===== src/rtl/wb_arbiter.sv =====
// -----------------------------------------------------------------------------
// wb_arbiter
//
// Round-robin arbiter that lets N_MASTERS Wishbone masters share one slave
// port. The FSM has two states. In IDLE it picks the next requester, searching
// upward from the master after the last owner. In GRANT it routes that owner's
// request to the slave combinationally and routes the slave's response back to
// the owner. Every release passes through one IDLE cycle before the next grant.
//
// Optional feature (compile-time macro):
//   WB_ARB_TIMEOUT_EN - adds a stall counter. After TIMEOUT_CYCLES strobed
//                       cycles with no slave response, the arbiter sends the
//                       owner a one-cycle error pulse and holds s_stb_o low
//                       for that cycle. When the macro is undefined there is
//                       no counter, and a stalled owner keeps the grant.
//
// Parameters:
//   N_MASTERS       number of masters (2..8)
//   TIMEOUT_CYCLES  stall limit in strobed cycles (1..65535), timeout build only
//
// Ports:
//   clk                  clock, rising edge
//   rstn_i               asynchronous active-low reset
//   m_cyc_i/m_stb_i      per-master cycle / strobe
//   m_we_i/m_lock_i      per-master write enable / bus lock
//   m_adr_i/m_dat_i      per-master address / write data (32 bits each, packed)
//   m_sel_i              per-master byte selects (4 bits each, packed)
//   m_gnt_o              one-hot grant (owner bit, GRANT state only)
//   m_ack_o/m_err_o      per-master acknowledge / error
//   m_dat_o              read data, broadcast to all masters
//   s_cyc_o..s_sel_o     slave-side request (mirror of the owner, 0 in IDLE)
//   s_dat_i/s_ack_i/s_err_i  slave response
//   owner_o              index of the current / most recent owner
//   busy_o               high while in GRANT
// -----------------------------------------------------------------------------
module wb_arbiter #(
  parameter int N_MASTERS      = 3,
  parameter int TIMEOUT_CYCLES = 255
) (
  input  logic                         clk,
  input  logic                         rstn_i,
  input  logic [N_MASTERS-1:0]         m_cyc_i,
  input  logic [N_MASTERS-1:0]         m_stb_i,
  input  logic [N_MASTERS-1:0]         m_we_i,
  input  logic [N_MASTERS-1:0]         m_lock_i,
  input  logic [32*N_MASTERS-1:0]      m_adr_i,
  input  logic [32*N_MASTERS-1:0]      m_dat_i,
  input  logic [4*N_MASTERS-1:0]       m_sel_i,
  output logic [N_MASTERS-1:0]         m_gnt_o,
  output logic [N_MASTERS-1:0]         m_ack_o,
  output logic [N_MASTERS-1:0]         m_err_o,
  output logic [31:0]                  m_dat_o,
  output logic                         s_cyc_o,
  output logic                         s_stb_o,
  output logic                         s_we_o,
  output logic [31:0]                  s_adr_o,
  output logic [31:0]                  s_dat_o,
  output logic [3:0]                   s_sel_o,
  input  logic [31:0]                  s_dat_i,
  input  logic                         s_ack_i,
  input  logic                         s_err_i,
  output logic [$clog2(N_MASTERS)-1:0] owner_o,
  output logic                         busy_o
);

  localparam int OW = $clog2(N_MASTERS);

  typedef enum logic {
    ST_IDLE  = 1'b0,
    ST_GRANT = 1'b1
  } state_t;

  state_t        r_state;
  state_t        w_state_nxt;
  logic [OW-1:0] r_owner;
  logic [OW-1:0] w_owner_nxt;
  logic [OW-1:0] r_last_owner;
  logic [OW-1:0] w_last_owner_nxt;
  logic [OW-1:0] w_winner;

  // Owner-selected copies of the master inputs
  logic          w_own_cyc;
  logic          w_own_stb;
  logic          w_own_we;
  logic          w_own_lock;
  logic [31:0]   w_own_adr;
  logic [31:0]   w_own_dat;
  logic [3:0]    w_own_sel;
  logic [N_MASTERS-1:0] w_own_oh;
  logic          w_timeout;

  // Round-robin pick. The search starts at (last+1) mod N and wraps. The inner
  // loop keeps every bit select constant, so no index is truncated.
  function automatic logic [OW-1:0] rr_pick(input logic [N_MASTERS-1:0] req,
                                            input logic [OW-1:0]        last);
    logic [OW-1:0] pick;
    logic          found;
    int            idx;
    pick  = '0;
    found = 1'b0;
    for (int k = 1; k <= N_MASTERS; k++) begin
      idx = (int'(last) + k) % N_MASTERS;
      for (int i = 0; i < N_MASTERS; i++) begin
        if (!found && (i == idx) && req[i]) begin
          pick  = OW'(i);
          found = 1'b1;
        end
      end
    end
    return pick;
  endfunction

  assign w_winner = rr_pick(m_cyc_i, r_last_owner);

  // Owner multiplexer: selects the inputs of master r_owner
  always_comb begin
    w_own_cyc  = 1'b0;
    w_own_stb  = 1'b0;
    w_own_we   = 1'b0;
    w_own_lock = 1'b0;
    w_own_adr  = 32'h0000_0000;
    w_own_dat  = 32'h0000_0000;
    w_own_sel  = 4'h0;
    w_own_oh   = '0;
    for (int i = 0; i < N_MASTERS; i++) begin
      if (r_owner == OW'(i)) begin
        w_own_cyc   = m_cyc_i[i];
        w_own_stb   = m_stb_i[i];
        w_own_we    = m_we_i[i];
        w_own_lock  = m_lock_i[i];
        w_own_adr   = m_adr_i[i*32 +: 32];
        w_own_dat   = m_dat_i[i*32 +: 32];
        w_own_sel   = m_sel_i[i*4 +: 4];
        w_own_oh[i] = 1'b1;
      end else begin
        w_own_oh[i] = 1'b0;
      end
    end
  end

`ifdef WB_ARB_TIMEOUT_EN
  logic [15:0] r_to_cnt;

  // The pulse fires in the cycle where the count has reached the limit. That
  // cycle is the (TIMEOUT_CYCLES+1)-th strobed cycle without a response.
  assign w_timeout = (r_state == ST_GRANT) && (r_to_cnt == 16'(TIMEOUT_CYCLES));

  // Stall counter: counts strobed cycles with no response. It clears on a
  // response, on release, or after it fires.
  always_ff @(posedge clk or negedge rstn_i) begin
    if (!rstn_i) begin
      r_to_cnt <= 16'd0;
    end else if ((r_state != ST_GRANT) || (w_state_nxt == ST_IDLE) ||
                 w_timeout || s_ack_i || s_err_i) begin
      r_to_cnt <= 16'd0;
    end else if (w_own_stb) begin
      r_to_cnt <= r_to_cnt + 16'd1;
    end else begin
      r_to_cnt <= r_to_cnt;
    end
  end
`else
  assign w_timeout = 1'b0;
`endif

  // FSM state, owner and last-owner registers
  always_ff @(posedge clk or negedge rstn_i) begin
    if (!rstn_i) begin
      r_state      <= ST_IDLE;
      r_owner      <= '0;
      r_last_owner <= OW'(N_MASTERS - 1);
    end else begin
      r_state      <= w_state_nxt;
      r_owner      <= w_owner_nxt;
      r_last_owner <= w_last_owner_nxt;
    end
  end

  // Next-state logic. A release always passes through IDLE, so the same
  // master can never be regranted back to back.
  always_comb begin
    w_state_nxt      = r_state;
    w_owner_nxt      = r_owner;
    w_last_owner_nxt = r_last_owner;
    case (r_state)
      ST_IDLE: begin
        if (|m_cyc_i) begin
          w_state_nxt = ST_GRANT;
          w_owner_nxt = w_winner;
        end else begin
          w_state_nxt = ST_IDLE;
        end
      end
      ST_GRANT: begin
        if (w_own_cyc || w_own_lock) begin
          w_state_nxt = ST_GRANT;
        end else begin
          w_state_nxt      = ST_IDLE;
          w_last_owner_nxt = r_owner;
        end
      end
      default: begin
        w_state_nxt = ST_IDLE;
      end
    endcase
  end

  // Output decode. The slave request and the responses pass only in GRANT.
  // In IDLE, slave responses are dropped.
  always_comb begin
    m_gnt_o = '0;
    m_ack_o = '0;
    m_err_o = '0;
    s_cyc_o = 1'b0;
    s_stb_o = 1'b0;
    s_we_o  = 1'b0;
    s_adr_o = 32'h0000_0000;
    s_dat_o = 32'h0000_0000;
    s_sel_o = 4'h0;
    busy_o  = 1'b0;
    if (r_state == ST_GRANT) begin
      busy_o  = 1'b1;
      m_gnt_o = w_own_oh;
      m_ack_o = w_own_oh & {N_MASTERS{s_ack_i & w_own_stb}};
      m_err_o = w_own_oh & {N_MASTERS{(s_err_i & w_own_stb) | w_timeout}};
      s_cyc_o = w_own_cyc;
      s_stb_o = w_own_stb & ~w_timeout;
      s_we_o  = w_own_we;
      s_adr_o = w_own_adr;
      s_dat_o = w_own_dat;
      s_sel_o = w_own_sel;
    end else begin
      busy_o  = 1'b0;
    end
  end

  assign owner_o = r_owner;
  assign m_dat_o = s_dat_i;

endmodule


===== config.mk =====
export PLATFORM = sky130hd
export DESIGN_NAME = wb_arbiter
export DESIGN_NICKNAME = d
export VERILOG_FILES = /design/src/rtl/wb_arbiter.sv
export SDC_FILE = /design/constraint.sdc
export NUM_CORES = 1
export LEC_CHECK = 0
export CORE_AREA = 2 2 142 144
export DETAILED_ROUTE_END_ITERATION = 8
export DIE_AREA = 0 0 144 146
export GPL_TIMING_DRIVEN = 0
export PLACE_DENSITY = 0.51
export SLEW_MARGIN = 20
export SYNTH_ARGS = -nofsm -noshare
export SYNTH_HDL_FRONTEND = slang
export SYNTH_SLANG_ARGS = --single-unit

===== constraint.sdc =====
create_clock -name clk -period 4 [get_ports clk]
set_input_delay 0.6 -clock clk [delete_from_list [all_inputs] [get_ports clk]]
set_output_delay 0.6 -clock clk [all_outputs]
set_load 0.01 [all_outputs]

==> run_results.csv, run 1 <==
group,metric,value,unit
sta,fmax,306,MHz
synth,ys_top_cells_by_area,"mux2i_1 (31%), nor2_1 (24%), a21oi_1 (15%)",
global_route,grt_max_degree,11,
finish,antenna_cells,0,
synth,syn-cell-area,2360,µm²
clock_network,h-tree-depth,1,
routing,drc,0,
synth,ys_ff_latch,5,
clock_network,hold_buffers,0,
outcome,outcome,"complete, no violations",
power_and_ir_drop,powerDensity,546,nW/µm²
clock_network,clk_latency,0.23,ns
synth,synth_enable_flop_cells,0,
routing,dr_wl_met3,1.39,mm
routing,wl_met1,5.92,mm
routing,num_vias,3893,
setup_path,path_max_fanout,10,
synth,synth_ff_type,"dfrtp_1",
sta,min_period,3.27,ns
die,initial_core_util,12.2,%
synth,ys.warnings.count,0,
power_and_ir_drop,p_leak,2.40,nW
global_route,grt_pass1_vias,3838,
clock_network,cts-buffers-inserted,3,
setup_path,arrival,2.67,ns
synth,synth_common_cells,"nor2_1 (148), mux2i_1 (72), a21oi_1 (70)",
sta,fin_crit_sh,81.7,%
placed_design,hpwlAfterDp,12.6,mm
setup_path,cp-start-kind,"register",
sta,rsz0062_at_grt,"no",
clock_network,cts_resized,0,
synth,yosys.area.top_type,"mux2i_1",
setup_path,cp_top_family,"buffers and inverters",
synth,yosysSeqAreaShare,5.36,%
die,dieArea,21000,µm²
routing,wl_met2,7.53,mm
sta,slew_violations,0,
min_path,hp-class,"reg -> reg",
setup_path,critPathKind,"reg -> out",
routing,ant_nets,0,
routing,wl,15.0,mm
die,rows,51,
setup_path,cp.required,3.40,ns
setup_path,reg2reg_depth,5,
synth,async_flop_share,100,%
min_path,whs_endpoint,"r_last_owner[0]",
min_path,hold_path_depth,1,
synth,syn_nets,644,
synth,yosysUniqueCellTypes,26,
die,die_x,144,µm
sta,worst_clock_skew,0.0000853,ns
sta,holdWs,0.563,ns
flow_run,maxCapViolCount,0,
die,die_h,146,µm
setup_path,end_kind,"output port",
setup_path,cp.buffers_inverters,3,
sta,finalSetupViolations,0,
setup_path,crit_start,"owner_o[0]",
finish,layout.nets,983,
clock_network,cts-root-buf,"clkbuf_16",
synth,syn_inst,390,
placed_design,numPortBuffers,334,
min_path,hp-start,"r_last_owner[0]",
setup_path,cp_slowest_cell,"clkbuf_1",
routing,top_layer,"met4",
sta,hold_viol,0,
routing,drt_pass1_iterations,5,
finish,drive_gt1_share,7.01,%
die,ios,367,
synth,syn_area_per_cell,6.04,µm²
clock_network,cts_tree,"yes",
routing,wl_per_cell,15.1,µm
placed_design,globalplace.congestion,0.746,
synth,synth.top_cell.area_share,30.6,%
finish,area_delta_synth_final,159,%
global_route,grtUsageTotal,12.8,%
sta,setup-tns-final,0,ns
setup_path,cpMostUsedCell,"nor2_1",
setup_path,rrSetupSlack,2.12,ns
setup_path,r2r_start,"owner_o[0]",
clock_network,clock_sinks,5,
global_route,overflow,0,
sta,relSlewSlack,49.7,%
setup_path,worstReg2RegEnd,"r_last_owner[0]",
setup_path,slowest_delay,0.61,ns
die,core,19300,µm²
routing,vias_per_cell,3.92,
sta,worst_pin_slew,0.755,ns
routing,drtIter0Drc,113,
clock_network,clk_pin_slew,0.03,ns
clock_network,clk_path_buf_depth,2,
power_and_ir_drop,peakVddDrop,0.000196,V
setup_path,crit_path_cell_trace,"clkbuf_1 > buf_1 > nor2_1 > a21oi_1 > nor2_1 > clkdlybuf4s50_1",
global_route,antenna_found_initial,0,
synth,synth_most_common_cell,"nor2_1",
clock_network,postCtsSetupBuffers,0,
global_route,grt_pass1_wl,21.1,mm
## report_power, final
group / switching, mW / leakage, nW / internal, mW / total [mW]
combinational: 1.51 / 2.30 / 1.56 / 3.07
clock: 0.0327 / 0.0382 / 0.132 / 0.165
sequential: 0.0288 / 0.0591 / 0.0759 / 0.105
total: 1.57 / 2.40 / 1.76 / 3.34
## metal layers
metal,GRT usage [%],vias to the layer above
li1,-,1947
met1,14.9,1708
met2,24.3,225
met3,2.80,13
met4,1.72,0
met5,0,-
## placed cells by master (no fill, tap or decap), drive strengths merged
cell,instances
nor2,148
or3,1
o211ai,1
o2111ai,1
nand2,5
o21ai,2
a2111oi,1
nor2b,1
and2,2
o2bb2ai,2
ha,2
a21oi,70
a211oi,1
dfstp,1
mux2i,72
clkdlybuf4s50,334
clkbuf,22
mux2,2
nand3b,2
dfrtp,4
nor3,1
buf,47
inv,6
## stage by stage
stage	setup slack [ns]	area (µm²)	utilization, %	instances	power, mW
finish	0.733	6110	31.6	993	3.34
global route	0.463	6110	31.6	993	3.62
CTS	0.612	6110	31.6	993	3.41
detailed placement	0.866	6030	31.2	989	3.23
global placement	0.833	6030	31.2	989	3.24
floorplan	1.95	2360	-	390	1.64
## area by class of cell
class	count	area, µm²
fill	2168	13200
timing repair buffer	334	3340
multi-input combinational	314	1820
buffer	65	384
tap	265	332
sequential	5	126
clock buffer	4	78.8
inverter	6	22.5
## how the worst max path moves through the flow
stage               cells after the start     endpoint  slack, ns
floorplan                               7   s_adr_o[0]       1.95
global placement                        6  s_dat_o[24]       0.83
detailed placement                      6  s_dat_o[24]       0.87
CTS                                     6  s_dat_o[24]       0.61
global route                            6  s_dat_o[24]       0.46
finish                                  6  s_dat_o[24]       0.73
## logic make-up after synthesis
family	count (synthesis)	share of synthesized area [%]
flip-flops	5	5.36
adder cells (fa/ha/maj)	2	1.06
AND/OR/NAND/NOR	160	26.3
AO/OA/AOI/OAI	78	18.5
buffers and inverters	71	17.3
multiplexers	74	31.5
## worst register-to-register path, stage by stage, from the launching register on
cell,delay (ns)
dfrtp_1,0.45
nor2b_1,0.18
buf_6,0.15
o2bb2ai_2,0.14
a2111oi_4,0.45
mux2_2,0.38
## state kept, by name (all words and copies together) (netlist names)
| register | flops |
|---|---|
| owner_o | 2 |
| r_last_owner | 2 |
| r_state | 1 |
No activity file was read; power rests on OpenSTA's default activity.
==> inputs of run 2 (changes only) <==
Settings changed: CORE_AREA 2 2 142 144 to 2 2 144 146, DIE_AREA 0 0 144 146 to 0 0 146 148, PLACE_DENSITY 0.51 to 0.5.
Clock period 4 ns to 3.2 ns, I/O delays scaled along.
==> run 2 against run 1 <==
Die area rose by 2.8%. Hold slack lost 0.086 ns. Clock skew up 0.0011 ns. Combinational power increased by 25%. Cell count grew 0.40%. Sequential share of layout area is essentially flat.
==> run_results.csv, run 2 (synthesis results as in run 1) <==
group,metric,value,unit
power_and_ir_drop,powerDensity,683,nW/µm²
die,core,20000,µm²
setup_path,r2r_start,"owner_o[0]",
routing,drc,0,
placed_design,place_inst,994,
clock_network,cts_tree,"yes",
global_route,grtUsageTotal,13.1,%
setup_path,worstReg2RegEnd,"r_last_owner[0]",
finish,design_area,6120,µm²
finish,fillerInstances,2229,
power_and_ir_drop,switching_power,1.97,mW
finish,layout.nets,982,
setup_path,cp_slowest_cell,"clkdlybuf4s50_1",
sta,holdWs,0.476,ns
clock_network,clk_pin_slew,0.03,ns
power_and_ir_drop,power_frac_comb,92.1,%
setup_path,arrival,2.54,ns
setup_path,crit_path_cell_trace,"buf_2 > nor2b_1 > buf_6 > buf_2 > o2bb2ai_1 > nand2_1 > nor2_1 > clkdlybuf4s50_1",
finish,utilization,30.5,%
sta,fmax,331,MHz
die,ios,367,
sta,min_period,3.02,ns
sta,worst_clock_skew,0.00121,ns
clock_network,cts-root-buf,"clkbuf_16",
setup_path,cpMostUsedCell,"buf_2",
power_and_ir_drop,p_int,2.21,mW
die,dieArea,21600,µm²
placed_design,hpwlAfterDp,12.7,mm
setup_path,rrSetupSlack,1.33,ns
routing,ant_nets,0,
finish,antenna_cells,0,
finish,layout_common_cells,"clkdlybuf4s50_1 (334), nor2_1 (148), mux2i_1 (72), a21oi_1 (70), buf_4 (33)",
sta,fin_crit_sh,94.4,%
setup_path,cp.depth,8,
setup_path,end_kind,"output port",
clock_network,clk_path_buf_depth,2,
global_route,antenna_found_initial,0,
flow_run,maxCapViolCount,0,
global_route,top_usage_layer,"met2",
outcome,outcome,"complete, no violations",
routing,wl,15.2,mm
die,die_x,146,µm
power_and_ir_drop,p_leak,2.40,nW
finish,fin_cells,997,
power_and_ir_drop,peakVddDrop,0.000259,V
placed_design,place_ws,0.128,ns
placed_design,place_area,6040,µm²
power_and_ir_drop,finalPower,4.18,mW
power_and_ir_drop,switching_share,47.2,%
setup_path,slowest_delay,0.55,ns
sta,relSlewSlack,63.8,%
global_route,grt_max_degree,11,
min_path,hp-class,"in -> async",
global_route,use_met1,15.1,%
sta,finalSetupViolations,0,
routing,vias_per_cell,3.92,
global_route,use_met2,25.0,%
finish,seq_area,126,µm²
setup_path,path_max_fanout,10,
setup_path,critPathKind,"reg -> out",
clock_network,cts-buffers-inserted,3,
die,rows,52,
power_and_ir_drop,clkPwrFrac,4.9,%
finish,area_delta_synth_final,160,%
clock_network,postCtsSetupBuffers,0,
clock_network,clock_sinks,5,
global_route,overflow,0,
finish,drive_gt1_share,7.15,%
finish,final_common_cell,"clkdlybuf4s50_1",
sta,rsz0062_at_grt,"no",
setup_path,cp.required,2.72,ns
routing,drtIter0Drc,91,
die,die_h,148,µm
global_route,grt_pass1_wl,22.7,mm
setup_path,cp.buffers_inverters,4,
sta,worst_pin_slew,0.544,ns
global_route,met3_usage,3.40,%
setup_path,cp_top_family,"buffers and inverters",
sta,setup_ws,0.180,ns
clock_network,h-tree-depth,1,
routing,drt_pass1_iterations,4,
global_route,grt_pass1_vias,4071,
setup_path,reg2reg_depth,5,
routing,wl_per_cell,15.3,µm
sta,hold_viol,0,
routing,num_vias,3908,
sta,slew_violations,0,
power_and_ir_drop,seqPwrFrac,3.0,%
setup_path,cp-start-kind,"register",
sta,setup-tns-final,0,ns
die,initial_core_util,11.8,%
placed_design,globalplace.congestion,0.753,
placed_design,numPortBuffers,334,
clock_network,clk_latency,0.23,ns
finish,multiInputGateArea,1820,µm²
==> run 2: changes by cell type in the layout (fill, tap and decap cells not counted), sizes merged <==
cell / change
clkbuf: -1
==> run 2: routing by layer <==
| layer | part of all wire, % | wire length [µm] | up-vias |
|---|---|---|---|
| met4 | 0.65 | 99 | 0 |
| met5 | 0 | 0 | - |
| met2 | 51 | 7760 | 230 |
| met3 | 9.2 | 1410 | 8 |
| li1 | - | - | 1951 |
| met1 | 39 | 5970 | 1719 |
==> run 2: power by group through the flow <==
stage	clock (mW)	combinational (mW)	sequential [mW]
after floorplan	0	1.93	0.127
after global placement	0	3.93	0.128
after detailed placement	0	3.91	0.130
after CTS	0.206	3.94	0.129
after global routing	0.212	4.22	0.133
final	0.204	3.85	0.127
==> run 2: repair_timing <==
action	4_1_cts	5_1_grt
setup endpoints to repair	14	22
hold buffers	0	0
resized for setup	2	0
cloned	0	0
pin swaps	0	0
==> run 2: area by class of cell <==
cell class | instances | area share, %
Sequential cell | 5 | 2.07
Tap cell | 270 | 5.52
Buffer | 64 | 6.28
Inverter | 6 | 0.368
Clock buffer | 4 | 1.29
Timing Repair Buffer | 334 | 54.7
Multi-Input combinational cell | 314 | 29.8
==> run 2: worst max-delay path by stage <==
stage	from	endpoint
after floorplan	owner_o[1]	s_adr_o[0]
after CTS	r_state	s_we_o
after global placement	owner_o[0]	m_ack_o[1]
after detailed placement	owner_o[0]	m_ack_o[1]
final	owner_o[1]	m_ack_o[0]
after global routing	owner_o[1]	m_ack_o[0]
